### src/rtl/core_control_sequencer_pkg.sv
// Shared control-sequencer types: ctrl_cycle enum and default beat-counter width.
// Optional feature macro: CORE_CTRL_SEQ_COPROC_EN (adds the COPROC cycle).
package core_control_sequencer_pkg;

  localparam int unsigned BEAT_W_DEFAULT = 4;

  typedef enum logic [3:0] {
    ISSUE,
    RD_INDIRECT_SHIFT,
    WITH_SHIFT,
    TRANSFER,
    BASE_WRITEBACK,
    MUL_ACC_LD,
    MUL,
    MUL_HI_WB,
    EXCEPTION
`ifdef CORE_CTRL_SEQ_COPROC_EN
    ,
    COPROC
`endif
  } ctrl_cycle_t;

endpackage

### src/rtl/core_control_beat_counter.sv
// Load/increment/decrement/clear counter shared by the beat index and the multiply timer.
// Priority: clear > load > increment > decrement. Increment saturates at all-ones, decrement at zero.
module core_control_beat_counter #(
  parameter int unsigned W = 4
) (
  input  logic         clk,
  input  logic         rst,
  input  logic         i_clr,
  input  logic         i_load,
  input  logic [W-1:0] i_load_val,
  input  logic         i_inc,
  input  logic         i_dec,
  output logic [W-1:0] o_count
);

  logic [W-1:0] r_count;

  // Counter register with saturating step in either direction.
  always_ff @(posedge clk or posedge rst) begin
    if (rst) begin
      r_count <= '0;
    end else if (i_clr) begin
      r_count <= '0;
    end else if (i_load) begin
      r_count <= i_load_val;
    end else if (i_inc) begin
      if (r_count != '1) r_count <= r_count + 1'b1;
    end else if (i_dec) begin
      if (r_count != '0) r_count <= r_count - 1'b1;
    end
  end

  assign o_count = r_count;

endmodule

### src/rtl/core_control_sequencer.sv
// Per-instruction control-cycle sequencer: sequences issued instructions through shift, block transfer,
// multiply and exception phases, with stall hold and bubble flush.
// Optional feature macro: CORE_CTRL_SEQ_COPROC_EN (coproc/cp_ready ports and COPROC cycle).
module core_control_sequencer
  import core_control_sequencer_pkg::*;
#(
  parameter int unsigned BEAT_W      = BEAT_W_DEFAULT,
  parameter int unsigned MUL_LATENCY = 0
) (
  input  logic              clk,
  input  logic              rst,
  input  logic              stall,
  input  logic              bubble,
  input  logic              exception,
  input  logic              mul,
  input  logic              mul_add,
  input  logic              mul_long,
  input  logic              mul_ready,
  input  logic              ldst,
  input  logic [BEAT_W-1:0] ldst_beats,
  input  logic              ldst_writeback,
  input  logic              mem_ready,
  input  logic              pop_valid,
  input  logic              indirect_shift,
  input  logic              trivial_shift,
`ifdef CORE_CTRL_SEQ_COPROC_EN
  input  logic              coproc,
  input  logic              cp_ready,
`endif
  output ctrl_cycle_t       cycle,
  output ctrl_cycle_t       next_cycle,
  output logic [BEAT_W-1:0] beat_idx,
  output logic              last_beat,
  output logic              busy
);

  localparam int unsigned TIMER_W = (MUL_LATENCY > 2) ? $clog2(MUL_LATENCY) : 1;
  localparam logic [TIMER_W-1:0] TIMER_INIT =
    (MUL_LATENCY == 0) ? '0 : TIMER_W'(MUL_LATENCY - 1);

  ctrl_cycle_t       r_cycle;
  ctrl_cycle_t       w_next;
  logic [BEAT_W-1:0] r_eff;
  logic [BEAT_W-1:0] w_beat_idx;
  logic [TIMER_W-1:0] w_timer;
  logic              w_adv;
  logic              w_consume;
  logic              w_is_last;
  logic              w_xfer_done;
  logic              w_mul_done;
  logic              w_beat_clr;
  logic              w_beat_load;
  logic              w_beat_inc;
  logic              w_tmr_clr;
  logic              w_tmr_load;
  logic              w_tmr_dec;

  assign w_adv       = !bubble && !stall;
  assign w_consume   = mem_ready && !pop_valid;
  assign w_is_last   = (w_beat_idx == (r_eff - BEAT_W'(1)));
  assign w_xfer_done = (r_cycle == TRANSFER) && w_consume && w_is_last;

  // Multiply exit: external handshake when latency is zero, otherwise internal timer expiry.
  always_comb begin
    w_mul_done = 1'b0;
    if (MUL_LATENCY == 0) w_mul_done = mul_ready;
    else                  w_mul_done = (w_timer == '0);
  end

  // Next-cycle decode: bubble flushes, stall holds, otherwise per-cycle transition.
  always_comb begin
    w_next = r_cycle;
    if (bubble) begin
      w_next = ISSUE;
    end else if (!stall) begin
      case (r_cycle)
        ISSUE: begin
          if (exception)           w_next = EXCEPTION;
`ifdef CORE_CTRL_SEQ_COPROC_EN
          else if (coproc)         w_next = COPROC;
`endif
          else if (mul)            w_next = mul_add ? MUL_ACC_LD : MUL;
          else if (indirect_shift) w_next = RD_INDIRECT_SHIFT;
          else if (!trivial_shift) w_next = WITH_SHIFT;
          else                     w_next = ISSUE;
        end
        RD_INDIRECT_SHIFT: w_next = trivial_shift ? ISSUE : WITH_SHIFT;
        WITH_SHIFT,
        BASE_WRITEBACK,
        MUL_HI_WB,
        EXCEPTION:         w_next = ISSUE;
        MUL_ACC_LD:        w_next = MUL;
        MUL: begin
          if (w_mul_done) w_next = mul_long ? MUL_HI_WB : ISSUE;
        end
        TRANSFER: begin
          if (w_xfer_done) w_next = ldst_writeback ? BASE_WRITEBACK : ISSUE;
        end
`ifdef CORE_CTRL_SEQ_COPROC_EN
        COPROC:            w_next = cp_ready ? ISSUE : COPROC;
`endif
        default:           w_next = ISSUE;
      endcase
      // A memory instruction redirects any return-to-ISSUE into a fresh transfer.
      if ((w_next == ISSUE) && ldst) w_next = TRANSFER;
    end
  end

  // Control cycle register.
  always_ff @(posedge clk or posedge rst) begin
    if (rst) r_cycle <= ISSUE;
    else     r_cycle <= w_next;
  end

  // Beat counter controls: a new transfer (including back-to-back) restarts at beat 0.
  assign w_beat_load = w_adv && (w_next == TRANSFER) && ((r_cycle != TRANSFER) || w_xfer_done);
  assign w_beat_inc  = w_adv && (r_cycle == TRANSFER) && w_consume && !w_xfer_done;
  assign w_beat_clr  = bubble || (w_adv && (r_cycle == TRANSFER) && (w_next != TRANSFER));

  // Effective beat count latched on transfer entry; zero requested beats means one.
  always_ff @(posedge clk or posedge rst) begin
    if (rst)              r_eff <= BEAT_W'(1);
    else if (w_beat_load) r_eff <= (ldst_beats == '0) ? BEAT_W'(1) : ldst_beats;
  end

  core_control_beat_counter #(.W(BEAT_W)) u_beat_cnt (
    .clk        (clk),
    .rst        (rst),
    .i_clr      (w_beat_clr),
    .i_load     (w_beat_load),
    .i_load_val ('0),
    .i_inc      (w_beat_inc),
    .i_dec      (1'b0),
    .o_count    (w_beat_idx)
  );

  // Multiply timer controls: loads on MUL entry, counts down each unstalled MUL cycle.
  assign w_tmr_load = w_adv && (w_next == MUL) && (r_cycle != MUL);
  assign w_tmr_dec  = w_adv && (r_cycle == MUL) && !w_mul_done;
  assign w_tmr_clr  = bubble || (w_adv && (r_cycle == MUL) && (w_next != MUL));

  core_control_beat_counter #(.W(TIMER_W)) u_mul_timer (
    .clk        (clk),
    .rst        (rst),
    .i_clr      (w_tmr_clr),
    .i_load     (w_tmr_load),
    .i_load_val (TIMER_INIT),
    .i_inc      (1'b0),
    .i_dec      (w_tmr_dec),
    .o_count    (w_timer)
  );

  assign cycle      = r_cycle;
  assign next_cycle = w_next;
  assign beat_idx   = w_beat_idx;
  assign last_beat  = (r_cycle == TRANSFER) && w_is_last;
  assign busy       = (r_cycle != ISSUE);

endmodule

### config.mk
export PLATFORM = sky130hd
export DESIGN_NAME = core_control_sequencer
export DESIGN_NICKNAME = d
export VERILOG_FILES = /design/src/rtl/core_control_sequencer_pkg.sv /design/src/rtl/core_control_beat_counter.sv /design/src/rtl/core_control_sequencer.sv
export SDC_FILE = /design/constraint.sdc
export NUM_CORES = 1
export LEC_CHECK = 0
export CELL_PAD_IN_SITES_DETAIL_PLACEMENT = 1
export CELL_PAD_IN_SITES_GLOBAL_PLACEMENT = 1
export CORE_UTILIZATION = 35
export CTS_CLUSTER_SIZE = 8
export DETAILED_ROUTE_END_ITERATION = 8
export HOLD_SLACK_MARGIN = 0.15
export PLACE_DENSITY = 0.81
export SETUP_SLACK_MARGIN = 0.2
export SYNTH_ARGS = -nofsm -noshare
export SYNTH_HDL_FRONTEND = slang
export SYNTH_SLANG_ARGS = --single-unit
### constraint.sdc
create_clock -name clk -period 7.3 [get_ports clk]
set_input_delay 1.46 -clock clk [delete_from_list [all_inputs] [get_ports clk]]
set_output_delay 1.46 -clock clk [all_outputs]
set_load 0.1 [all_outputs]
Yosys cells after proc, flatten, opt, wreduce, memory -nomap -nowiden
Index checks and enable logic that the tools add are counted.
{ "totals": {"output_inout_bits": 14, "ff_bits": 12, "inputBits": 19, "word_cells": 59} }
{ "op_classes": {"n_eq_ne": 9, "reduce_logical": 25, "addsub": 2, "n_mux": 20} }
{ "op_table": {"columns": ["op", "n"], "rows": [
  ["4-bit two-way mux", 13],
  ["4-bit case mux with 5 select lines", 1],
  ["1-bit logical AND", 12],
  ["4-bit logical NOT", 3],
  ["3-bit two-way mux", 3],
  ["4-bit by 2-bit equality test with 1-bit output (second input constant)", 2],
  ["4-bit by 3-bit equality test with 1-bit output (second input constant)", 2],
  ["4-bit by 2-bit inequality test with 1-bit output (second input constant)", 2],
  ["2-bit two-way mux", 3],
  ["3-bit nonzero test", 2],
  ["4-bit by 1-bit adder with 4-bit output (second input constant)", 1],
  ["4-bit by 1-bit equality test with 1-bit output (second input constant)", 1],
  ["4-bit equality test", 1],
  ["1-bit logical NOT", 4],
  ["4-bit inequality test (second input constant)", 1],
  ["4-bit nonzero test", 1],
  ["4-bit by 1-bit subtractor with 4-bit output (second input constant)", 1],
  ["1-bit logical OR", 2],
  ["2-bit AND reduction", 1]
]} }

Logic depth before layout (Yosys ltp)
{ "logic_depth": {"ltp_word": 18, "ltp_mapped": 9, "depth_no_buf": 8} }

Cells and area by module
Synthesis repeated with hierarchy kept, for this count alone.
{ "hier_totals": {"cells_unflattened": 126, "area_unflattened_um2": 1078.5} }
{ "by_module_without_submodules": {"columns": ["module", "cells_per_inst", "instances", "area_per_inst_um2"], "rows": [
  ["core_control_sequencer", 86, 1, 719.4],
  ["core_control_beat_counter", 40, 1, 359.1]
]} }

Worst setup path before layout
OpenSTA, ideal clock, no wires.
{ "synth_timing": {"kind": "register to output", "start": "reg r_cycle[3], in the netlist cycle[3]", "end": "out next_cycle[0]", "path_slack_ps": 730, "path_stages_with_launch": 7, "required_ps": 5840, "arrival_time_ps": 5110, "cell_sequence": "dfrtp_1 -> nor4_1 -> inv_1 -> nor2_1 -> a221oi_1 -> nand4_1 -> a311oi_1"} }
{ "synth_via": {"elab_chain_cells": 12} }
{ "synth_rtl": {"columns": ["item", "line", "rtl"], "rows": [
  ["start, declared", "core_control_sequencer.sv:41", "ctrl_cycle_t r_cycle;"],
  ["start signal, assigned", "core_control_sequencer.sv:112", "else r_cycle <= w_next;"],
  ["4-bit by 2-bit equality test with 1-bit output", "core_control_sequencer.sv:61, core_control_sequencer.sv:76", null],
  ["1-bit logical AND (2 in a row)", "core_control_sequencer.sv:61", "assign w_xfer_done = (r_cycle == TRANSFER) && w_consume && w_is_last;"],
  ["4-bit two-way mux", "core_control_sequencer.sv:97", "if (w_xfer_done) w_next = ldst_writeback ? BASE_WRITEBACK : ISSUE;"],
  ["4-bit case mux with 5 select lines *", "core_control_sequencer.sv:76", "case (r_cycle)"],
  ["4-bit two-way mux *", "core_control_sequencer.sv:75", "end else if (!stall) begin"],
  ["4-bit two-way mux *", "core_control_sequencer.sv:73", "if (bubble) begin"],
  ["4-bit logical NOT", "core_control_sequencer.sv:105", "if ((w_next == ISSUE) && ldst) w_next = TRANSFER;"],
  ["1-bit logical AND", "core_control_sequencer.sv:105", null],
  ["4-bit two-way mux *", "core_control_sequencer.sv:105", null],
  ["4-bit two-way mux *", "core_control_sequencer.sv:75", null],
  ["4-bit two-way mux *", "core_control_sequencer.sv:73", null],
  ["end, declared", "core_control_sequencer.sv:31", "output ctrl_cycle_t next_cycle,"]
]} }
Every way passes the cells marked *; elsewhere a longest branch is shown, timed or not. The select of a mux whose other input is x is not followed.

Worst setup path in the final report
{ "layout_timing": {"start": "in mul", "end": "out next_cycle[1]"} }
{ "layout_via": {"elab_chain_cells": 10} }
{ "layout_rtl": {"columns": ["item", "line", "rtl"], "rows": [
  ["start, declared", "core_control_sequencer.sv:15", "input logic mul,"],
  ["3-bit two-way mux *", "core_control_sequencer.sv:82", "else if (mul) w_next = mul_add ? MUL_ACC_LD : MUL;"],
  ["4-bit two-way mux *", "core_control_sequencer.sv:78", "if (exception) w_next = EXCEPTION;"],
  ["4-bit case mux with 5 select lines *", "core_control_sequencer.sv:76", null],
  ["4-bit two-way mux *", "core_control_sequencer.sv:75", null],
  ["4-bit two-way mux *", "core_control_sequencer.sv:73", null],
  ["4-bit logical NOT", "core_control_sequencer.sv:105", null],
  ["1-bit logical AND", "core_control_sequencer.sv:105", null],
  ["4-bit two-way mux *", "core_control_sequencer.sv:105", null],
  ["4-bit two-way mux *", "core_control_sequencer.sv:75", null],
  ["4-bit two-way mux *", "core_control_sequencer.sv:73", null]
]} }
Marks and branches as above.

==> summary.md <==
| Metric | Value |
|---|---|
| Post-synth top cells | `nor2_1, dfrtp_1, a21oi_1, nand2_1, inv_1` |
| Die height | `54.23 microns` |
| Final Core Density | `0.5273` |
| Avg Inst Size Synth | `8.922 sq um` |
| Cell Chain, Critical Path | `clkdlybuf4s50_1 -> mux2_2 -> o21ai_1 -> nor4b_1 -> a21oi_1 -> a221oi_1 -> clkdlybuf4s50_1` |
| Port bufs | `32` |
| Min setup slack post-route | `1.247 ns` |
| Worst Hold End | `r_eff[0]$_DFFE_PP1P_` |
| Post-synthesis cell count | `107` |
| Diode count | `0` |
| First-pass GRT wire length | `4678 microns` |
| Pwr Density | `204.4 nW/um^2` |
| Synthesis Warnings | `0` |
| First drt pass iteration count | `4` |
| Worst EP required | `5.84 ns` |
| CTS max path bufs | `2` |
| Crit Reg-Reg Startpoint | `r_eff[0]$_DFFE_PP1P_` |
| DRC Markers | `0` |
| Layout Cells excl Fill | `170` |
| Vias in the first global route | `992` |
| Period minus WS final | `6.053 ns` |
| Status | `finished clean` |
| CTS Buf Count | `3` |
| Most used DFF post-synth | `dfrtp_1` |
| Post-Synthesis Cell Area | `954.7 sq um` |
| WS Path Type | `primary input to primary output` |
| Worst slack at placement | `1.236 ns` |
| Die ar. | `2940 sq um` |
| Peak VDD IR | `0.0001440 V` |
| Hpwl dp | `2226 microns` |
| Worst setup EP type | `primary output` |
| Clock Skews | `0.002444 ns` |
| I/O Pins | `33` |
| CP max FO | `4` |
| GP Congestion | `0.8625` |
| Crit Reg-Reg Endpoint | `u_beat_cnt.o_count[0]$_DFFE_PP0P_` |
| NumNets Final | `162` |
| Initial antenna violation count | `0` |
| Worst R2R Setup Slack | `4.72 ns` |
| DR vias | `953` |
| Yosys top cell area share | `0.2883` |
| Drt initial violations | `6` |
| Max Cap Violations | `0` |
| Slew HR | `0.3517` |
| PnR Total Power | `0.2718 mW` |
| Fin. Hold Viols | `0` |
| Setup TNS | `0 ns` |
| Synth Net Count | `128` |
| Number of max-slew violations in the final report | `0` |
| Clk sinks | `12` |
| Placed cell area | `1294 sq um` |
| Buf+Inv Stages, Crit Path | `2` |
| Vias per inst | `5.606` |
| Area growth from synthesis to layout | `39.32%` |
| Ys async rst share | `1.000` |
| Layout filler cell count | `308` |
| Setup crit start | `mul` |
| Area contributors post-synth | `dfrtp_1, nor2_1, mux2_4, a21oi_1, xnor2_1` |
| Worst setup SP type | `primary input` |
| Seq/Total Area, Yosys | `0.3159` |
| Resized cells post-CTS | `0` |
| HP Start | `r_eff[0]$_DFFE_PP1P_` |
| Pin count of the biggest net entering global routing | `14` |
| Initial Utilization | `0.3785` |
| Post-synthesis cell type count | `42` |
| Detail Route Antenna Nets | `0` |
| Root buffer cell | `clkbuf_4` |
| Crit-path leading delay family | `buffers and inverters` |
| Class of the worst hold path | `flip-flop to flip-flop` |
| Die X | `54.23 microns` |
| Clock-pin slew of the registers on the worst-case setup and hold paths | `0.08 ns` |
| Placed cell count | `166` |
| Synth Register Bits | `12` |
| Critical Path Max Stage Delay | `1.20 ns` |
| Post-synth top area cell | `dfrtp_1` |
| Core Area | `2522 sq um` |
| Grt ovf | `0` |
| Share of cells above drive strength 1 | `0.1000` |
| Routed wire length | `2792 microns` |
| Final Cycle Share | `0.8292` |
| CP arrival | `4.59 ns` |
| Cell with the most instances after synthesis | `nor2_1` |
| Tot GR Track Use | `0.2315` |
| Skew-Pair Late Insertion Delay | `0.29 ns` |
| Design area | `1330 sq um` |
| CP most frequent cell | `clkdlybuf4s50_1` |
| Static Leak | `0.5458 nW` |
| WHS | `0.5343 ns` |
| TritonCTS clock tree | `yes` |
| Final setup vio count | `0` |
| Post-CTS setup buffers | `0` |
| Worst path slowest cell | `clkdlybuf4s50_1` |
| Rows | `18` |
| Worst Reg-to-Reg Cells | `8` |
| FMAX | `165.2 MHz` |
| Post-synth EDFFs | `0` |
| Worst-margin pin slew | `0.9695 ns` |
| Min-Delay Path Depth | `2` |
| Avg WL per Cell | `16.42 microns` |
| H-tree Lvls | `1` |
| Hold_buf cts | `0` |
| RSZ-0062 raised after global routing | `false` |
## final cells by class
type	instances	area (sq um)	share of cell area
multi-input cells	86	611.8	0.4600
repair buffers	32	320.3	0.2408
flip-flops and latches	12	301.5	0.2267
well taps	30	37.54	0.02822
clock buffers	4	36.28	0.02728
inverters	6	22.52	0.01693
## tightest hold or removal path: cells and delay by family, from the launching register on
family / cells / cell delay [ns]
muxes: 1 / 0.07
DFF: 1 / 0.39
buffers and inverters: 1 / 0.07
## metal layers
metal	track usage	part of all wire
met3	0.06111	0.037
met5	0	0
met1	0.2803	0.45
met2	0.4004	0.51
met4	0.06410	0.0090
## power by group
group	total [mW]	switching, mW	internal (mW)
sequential	0.0852	0.0100	0.0752
combinational	0.130	0.0769	0.0529
clock	0.0568	0.0264	0.0304
## cells in the final DEF, fill, tap and decap left out, types with 4 or more instances in the layout
master and count:
clkdlybuf4s50_1 32, nor2_1 13, dfrtp_1 11, a21oi_1 8
nand2_1 8, inv_1 6, nor3_1 4, xnor2_1 4
## worst max path at each step
stage | slack, ns | cells past startpoint | end
2_1_floorplan | 0.73 | 6 | next_cycle[0]
3_3_place_gp | 1.34 | 7 | next_cycle[1]
3_5_place_dp | 1.24 | 7 | next_cycle[1]
4_1_cts | 1.23 | 7 | next_cycle[1]
5_1_grt | 1.08 | 7 | next_cycle[1]
6_report | 1.25 | 7 | next_cycle[1]
## flip-flops by register name, summed over array words and instances, names as in the netlist
signal	flops
cycle	4
r_eff	4
u_beat_cnt.o_count	4
## cell families (layout without fill, tap and decap cells)
logic type | after synthesis | count (layout) | share of synthesized area
and+or+nand+nor | 46 | 46 | 0.2739
AOI/OAI and AO/OA | 23 | 23 | 0.1612
DFF | 12 | 12 | 0.3159
buffers and inverters | 9 | 42 | 0.04325
xor gates and xnor gates | 8 | 8 | 0.08912
muxes | 7 | 7 | 0.09043
adders and majority gates | 2 | 2 | 0.02621
No activity file was read; power rests on OpenSTA's default activity.
